<file path="src/rtl/bram_raster_reader.sv">
// Raster-order frame reader for a 1-cycle-latency BRAM. It emits a valid/ready pixel
// stream with sof/eol/eof markers, using a 2-entry skid FIFO for full-rate lossless backpressure.
module bram_raster_reader #(
    parameter int unsigned PIXEL_WIDTH = 16,
    parameter int unsigned ADDR_BITS   = 17,
    parameter int unsigned IMG_WIDTH   = 256,
    parameter int unsigned IMG_HEIGHT  = 128,
    parameter int unsigned BASE_ADDR   = 0
) (
    input  logic                   clock,
    input  logic                   reset,
    input  logic                   start,
    output logic                   busy,
    output logic                   done,
    output logic                   ram_enable,
    output logic [ADDR_BITS-1:0]   address,
    input  logic [PIXEL_WIDTH-1:0] ram_data,
    output logic [PIXEL_WIDTH-1:0] out_data,
    output logic                   out_valid,
    input  logic                   out_ready,
    output logic                   out_sof,
    output logic                   out_eol,
    output logic                   out_eof
);

    localparam int unsigned XW = (IMG_WIDTH  > 1) ? $clog2(IMG_WIDTH)  : 1;
    localparam int unsigned YW = (IMG_HEIGHT > 1) ? $clog2(IMG_HEIGHT) : 1;

    typedef enum logic [1:0] {S_IDLE, S_ISSUE, S_DRAIN, S_DONE} state_t;

    typedef struct packed {
        logic [PIXEL_WIDTH-1:0] data;
        logic                   sof;
        logic                   eol;
        logic                   eof;
    } pix_t;

    state_t               r_state;
    state_t               w_next;
    logic [XW-1:0]        r_x;
    logic [YW-1:0]        r_y;
    logic [ADDR_BITS-1:0] r_addr;
    logic                 r_inflight;
    logic [2:0]           r_tag;
    pix_t                 r_mem [2];
    logic                 r_wr_ptr;
    logic                 r_rd_ptr;
    logic [1:0]           r_count;

    logic                 w_issue;
    logic                 w_pop;
    logic                 w_last_x;
    logic                 w_last_y;
    logic                 w_valid;
    pix_t                 w_head;

    assign w_valid  = (r_count != 2'd0);
    assign w_pop    = w_valid & out_ready;
    assign w_last_x = (r_x == XW'(IMG_WIDTH - 1));
    assign w_last_y = (r_y == YW'(IMG_HEIGHT - 1));
    assign w_head   = r_mem[r_rd_ptr];

    // Next state; a read is issued only if the FIFO can still absorb it after this cycle's pop
    always_comb begin
        w_next  = r_state;
        w_issue = 1'b0;
        case (r_state)
            S_IDLE: begin
                if (start) w_next = S_ISSUE;
            end
            S_ISSUE: begin
                w_issue = ({1'b0, r_count} + {2'b00, r_inflight}) < (3'd2 + {2'b00, w_pop});
                if (w_issue && w_last_x && w_last_y) w_next = S_DRAIN;
            end
            S_DRAIN: begin
                if (!r_inflight && ((r_count == 2'd0) || ((r_count == 2'd1) && w_pop)))
                    w_next = S_DONE;
            end
            S_DONE: begin
                w_next = S_IDLE;
            end
            default: w_next = S_IDLE;
        endcase
    end

    always_ff @(posedge clock or posedge reset) begin
        if (reset) begin
            r_state    <= S_IDLE;
            r_x        <= '0;
            r_y        <= '0;
            r_addr     <= '0;
            r_inflight <= 1'b0;
            r_tag      <= '0;
            r_mem[0]   <= '0;
            r_mem[1]   <= '0;
            r_wr_ptr   <= 1'b0;
            r_rd_ptr   <= 1'b0;
            r_count    <= '0;
        end else begin
            r_state <= w_next;

            if (r_state == S_IDLE) begin
                r_x    <= '0;
                r_y    <= '0;
                r_addr <= ADDR_BITS'(BASE_ADDR);
            end else if (w_issue) begin
                r_addr <= r_addr + ADDR_BITS'(1);
                if (w_last_x) begin
                    r_x <= '0;
                    r_y <= w_last_y ? '0 : r_y + YW'(1);
                end else begin
                    r_x <= r_x + XW'(1);
                end
            end

            // Tags travel with the read so they land in the FIFO alongside ram_data
            r_inflight <= w_issue;
            if (w_issue)
                r_tag <= {(r_x == '0) && (r_y == '0), w_last_x, w_last_x && w_last_y};

            if (r_inflight) begin
                r_mem[r_wr_ptr] <= {ram_data, r_tag};
                r_wr_ptr        <= ~r_wr_ptr;
            end
            if (w_pop) r_rd_ptr <= ~r_rd_ptr;
            r_count <= r_count + {1'b0, r_inflight} - {1'b0, w_pop};
        end
    end

    assign ram_enable = w_issue;
    assign address    = r_addr;
    assign busy       = (r_state == S_ISSUE) || (r_state == S_DRAIN);
    assign done       = (r_state == S_DONE);
    assign out_valid  = w_valid;
    assign out_data   = w_head.data;
    assign out_sof    = w_head.sof & w_valid;
    assign out_eol    = w_head.eol & w_valid;
    assign out_eof    = w_head.eof & w_valid;

endmodule

</file>
<file path="config.mk">
export PLATFORM = sky130hd
export DESIGN_NAME = bram_raster_reader
export DESIGN_NICKNAME = d
export VERILOG_FILES = /design/src/rtl/bram_raster_reader.sv
export SDC_FILE = /design/constraint.sdc
export NUM_CORES = 1
export LEC_CHECK = 0
export ABC_AREA = 1
export CAP_MARGIN = 20
export CORE_MARGIN = 2
export CORE_UTILIZATION = 45
export CTS_CLUSTER_SIZE = 12
export DETAILED_ROUTE_END_ITERATION = 12
export PLACE_DENSITY = 0.73
export SYNTH_ARGS = -nofsm -noshare
export SYNTH_HDL_FRONTEND = slang
export SYNTH_SLANG_ARGS = --single-unit
</file>
<file path="constraint.sdc">
create_clock -name clock -period 4.35 [get_ports clock]
set_input_delay 0.87 -clock clock [delete_from_list [all_inputs] [get_ports clock]]
set_output_delay 0.87 -clock clock [all_outputs]
set_load 0.01 [all_outputs]
</file>
* Word-level counts from Yosys, hierarchy flattened
Cells that the tools add are included.
Widths: inputs -> output; s select.
** Operators by class
- Add/subtract/negate cells :: 7
- $mul :: 0
- Divide/modulo/power cells :: 0
- Order comparisons :: 4
- Equality and inequality tests :: 9
- Shifts and indexed selects :: 0
- Mux-type cells :: 20
- Bitwise logic cells :: 8
- Reduce and logical (&&, ||, !) cells :: 19
** Operators with widths (number)
- $mux 19 :: 4
- $bwmux 38 :: 1
- $mux 17 :: 2
- $mux 7 :: 4
- $mux 8 :: 3
- $demux 19 s1 :: 1
- $add 17x1->17 const B :: 1
- $add 8x1->8 const B :: 1
- $eq 8x8->1 const B :: 1
- $logic_not 8->1 :: 1
- $pmux 2 s4 :: 1
- $add 7x1->7 const B :: 1
- $eq 7x7->1 const B :: 1
- $logic_and 1x1->1 :: 7
- $logic_not 7->1 :: 1
- $mux 2 :: 3
- $ne 2x2->1 const B :: 3
- $reduce_bool 2->1 :: 3
- $and 1x1->1 :: 4
- $eq 2x1->1 const B :: 2
- $eq 2x2->1 const B :: 2
- $ge 2x2->1 const B :: 2
- $logic_not 2->1 :: 2
- $not 1->2 :: 2
- other kinds (12) :: 14
** Word-level totals
- Register bits :: 80
- Bits in latches :: 0
- RAM bits :: 0
- Bits in read-only memories :: 0
- Bits of input ports :: 20
- Output and inout bits :: 40
- Logic and storage cells :: 84
- Memories :: 0

* Longest topological paths before layout
- Word-level depth :: 8
- Depth in mapped cells :: 10
- Gate-level depth less buffers :: 10

* Least setup slack after synthesis
OpenSTA, ideal clock, no wires.
- Kind :: input port to output port
- Start point :: in out_ready
- End point :: out ram_enable
- Arrival time :: 1.340 ns
- Required time :: 3.480 ns
- Path slack :: 2.140 ns
- Stages :: 5
- Path buffers :: 1
- Cells stage by stage :: nand3_2 nand2_2 nand3_4 inv_2 buf_4
** Between the ends
- Word-level cells in the longest chain between the ends :: 4
** Ends and longest elaborated chain
- start, declared :: line 20 : input logic out_ready,
- $and 1x1->1 :: line 58 : assign w_pop = w_valid & out_ready;
- $add 2x1->3 :: line 72 : w_issue = ({1'b0, r_count} + {2'b00, r_inflight}) < (3'd2 + {2'b00, w_pop});
- $lt 3x3->1 :: line 72
- $mux 1 :: line 67 : case (r_state)
- end, declared :: line 15 : output logic ram_enable,
Every way passes these cells.

* Worst setup path in the final report
Ends and elaborated chain as after synthesis.

==> metrics.csv <==
stage;metric;value;unit
status;status;completed;
place;hpwl;6300;um
floorplan;std_cell_rows;35;
critical_path;critPathLaunchType;input port;
critical_path;r2r_setup_slack;2.03;ns
final_layout;nNetsFinal;644;
detailed_routing;drtIter0Drc;126;
final_layout;mostFrequentLayoutCells;nand2_1, dfrtp_1, clkdlybuf4s50_1;
critical_path;r2r_cells;8;
timing;final.min_clock_period;3.37;ns
cts;clk_latency;0.36;ns
cts;post_cts_resized;0;
place;port_buffers;59;
cts;clockBufferDepth;2;
yosys;synth_nets;588;
timing;worst_pin_slew;0.742;ns
final_layout;fin_area;5250;sq um
place;pre_cts_slack;0.992;ns
yosys;synth_top_area_share;45.8;%
floorplan;die_y;103;um
pwr;ir_drop;0.291;mV
grt;grt-busiest-layer;met2;
cts;cts.clk_slew.worst_paths;0.08;ns
critical_path;worstSetupStartpoint;out_ready;
final_layout;drive_gt1_share;10.4;%
floorplan;io_pins;60;
timing;finClkSkew;0.0101;ns
detailed_routing;drt_wl_total;9050;um
final_layout;fill_cells;866;
critical_path;cp-end-kind;primary output;
cts;cts_max_level;3;
cts;cts_sinks;80;
timing;worst_hold_slack;0.491;ns
floorplan;initial_utilization;46.9;%
final_layout;fin_cells;745;
timing;drv_slew;0;
critical_path;crit_type;in -> out;
detailed_routing;vias;3622;
detailed_routing;route.detailed.drc;0;
detailed_routing;via_per_inst;4.86;
grt;grt_use_met1;22.3;%
yosys;ys.flop_type;dfrtp_1;
cts;cts_root_buf;clkbuf_8;
timing;fin_setup_tns;0;ns
final_layout;final_common_cell;nand2_1;
timing;rsz0062_at_grt;no;
pwr;p_per_area;579;nW/um^2
critical_path;critPathRequiredTime;3.48;ns
final_layout;syn2layout_area_growth;19.9;%
min_path;worst_hold_path_type;reg -> reg;
cts;cts_buffers;9;
floorplan;die_w;103;um
detailed_routing;first_pass_iters;4;
place;placed_area;5030;sq um
grt;first_global_vias;3408;
yosys;synth-edff-count;0;
detailed_routing;ant_nets;0;
final_layout;fin_util;56.2;%
timing;timing.fmax;0.297;GHz
yosys;postSynth.asyncResetShare;100;%
grt;grtUsageMet2;32.2;%
timing;setup_viol;0;
critical_path;endpoint;ram_enable;
run;drv_cap;0;
place;gp_congestion;0.880;
timing;hold_viol;0;
yosys;synth_area_leader_cell;dfrtp_1;
critical_path;cp.arrival;2.50;ns
yosys;synth_warnings;0;
yosys;ys_top_cells_by_area;dfrtp_1, nand2_1, o21ai_0, inv_1, nand3_1;
critical_path;r2r_start;r_state[0];
critical_path;cp_max_fo;13;
place;dp.cells;728;
grt;antenna_found_initial;0;
yosys;syn_area;4370;sq um
cts;post_cts_buffers;0;
timing;slew_headroom;50.5;%
cts;cts_tree;built;
grt;grt_max_degree;40;
grt;grt_pass1_wl;15300;um
pwr;power.total;3.03;mW
cts;cts_hold_buf;0;
pwr;p_leak;2.53;nW
yosys;syn_area_per_cell;7.88;sq um
critical_path;r2r-end;address[10];
detailed_routing;wl_per_cell;12.2;um
timing;setup_ws;0.980;ns
yosys;synthCells;555;
yosys;ys_seq_area_share;45.8;%
grt;grt_overflow;0;
grt;met3_usage;3.86;%
yosys;synthDistinctLibCells;33;
floorplan;coreArea;9330;sq um
timing;layout_worst_path_cycle_share;77.5;%
grt;gr-usage-all-layers;18.3;%
floorplan;die_area;10500;sq um
yosys;synth.ff_latch_count;80;
final_layout;diodes;0;
## state kept, by name, summed over array words and instances, names as in the netlist
signal / cells
r_rd_ptr: 1
r_mem: 38
r_count: 2
address: 17
r_wr_ptr: 1
r_state: 2
r_inflight: 1
r_y: 7
r_x: 8
r_tag: 3
## synthesized netlist by cell type, types with 3 or more instances
master	instances
o21ai_2	4
nand2_1	184
a21oi_1	5
inv_1	53
nand2_2	8
inv_2	6
nand4_1	9
or2_2	7
o21bai_1	3
nand3b_1	4
xor2_1	12
dfrtp_1	80
clkbuf_1	7
nor2_4	6
buf_2	4
nor2_1	31
nand3_2	3
nand2_4	4
o21ai_1	12
o21ai_0	45
ha_1	13
buf_6	5
nand3_1	35
## logic make-up after synthesis
group / Yosys count / share of synthesized area (%)
and+or+nand+nor: 298 / 31.0
DFF: 80 / 45.8
xor gates and xnor gates: 14 / 2.80
adders and majority gates: 13 / 3.72
buffers and inverters: 80 / 8.07
AOI/OAI and AO/OA: 70 / 8.58
## routing by layer
| metal | up-vias | part of all wire (%) |
|---|---|---|
| met2 | 69 | 48 |
| met1 | 1683 | 47 |
| met5 | - | 0 |
| li1 | 1859 | - |
| met4 | 0 | 1.2 |
| met3 | 11 | 3.5 |
## worst min-delay path by stage
| stage | startpoint | to | depth (start not counted) |
|---|---|---|---|
| 5_1_grt | r_mem[36] | r_mem[36] | 2 |
| 6_report | r_mem[19] | r_mem[19] | 2 |
| 3_5_place_dp | r_mem[11] | r_mem[11] | 2 |
| 3_3_place_gp | r_mem[14] | r_mem[14] | 2 |
| 2_1_floorplan | r_mem[10] | r_mem[10] | 2 |
| 4_1_cts | r_mem[11] | r_mem[11] | 2 |
## final cells by class
class | count | area [sq um] | share of cell area (%)
flip-flops and latches | 80 | 2000 | 38.2
inverters | 61 | 231 | 4.41
clock inverters | 7 | 60.1 | 1.15
repair buffers | 64 | 648 | 12.4
multi-input cells | 395 | 2020 | 38.5
well taps | 129 | 161 | 3.08
clock buffers | 9 | 124 | 2.36
## worst max-delay path, cell delays in order
cell             delay [ns]
clkdlybuf4s50_1        0.54
nand3_2                0.09
nand2_2                0.10
nand3_4                0.10
inv_2                  0.22
clkdlybuf4s50_1        0.58
## power by group
| group | internal (mW) | leakage [nW] | switching (mW) |
|---|---|---|---|
| logic | 0.574 | 1.39 | 0.823 |
| clock network | 0.221 | 0.0973 | 0.308 |
| registers | 0.970 | 1.04 | 0.140 |
| total | 1.76 | 2.53 | 1.27 |
No activity file was read; power rests on OpenSTA's default activity.
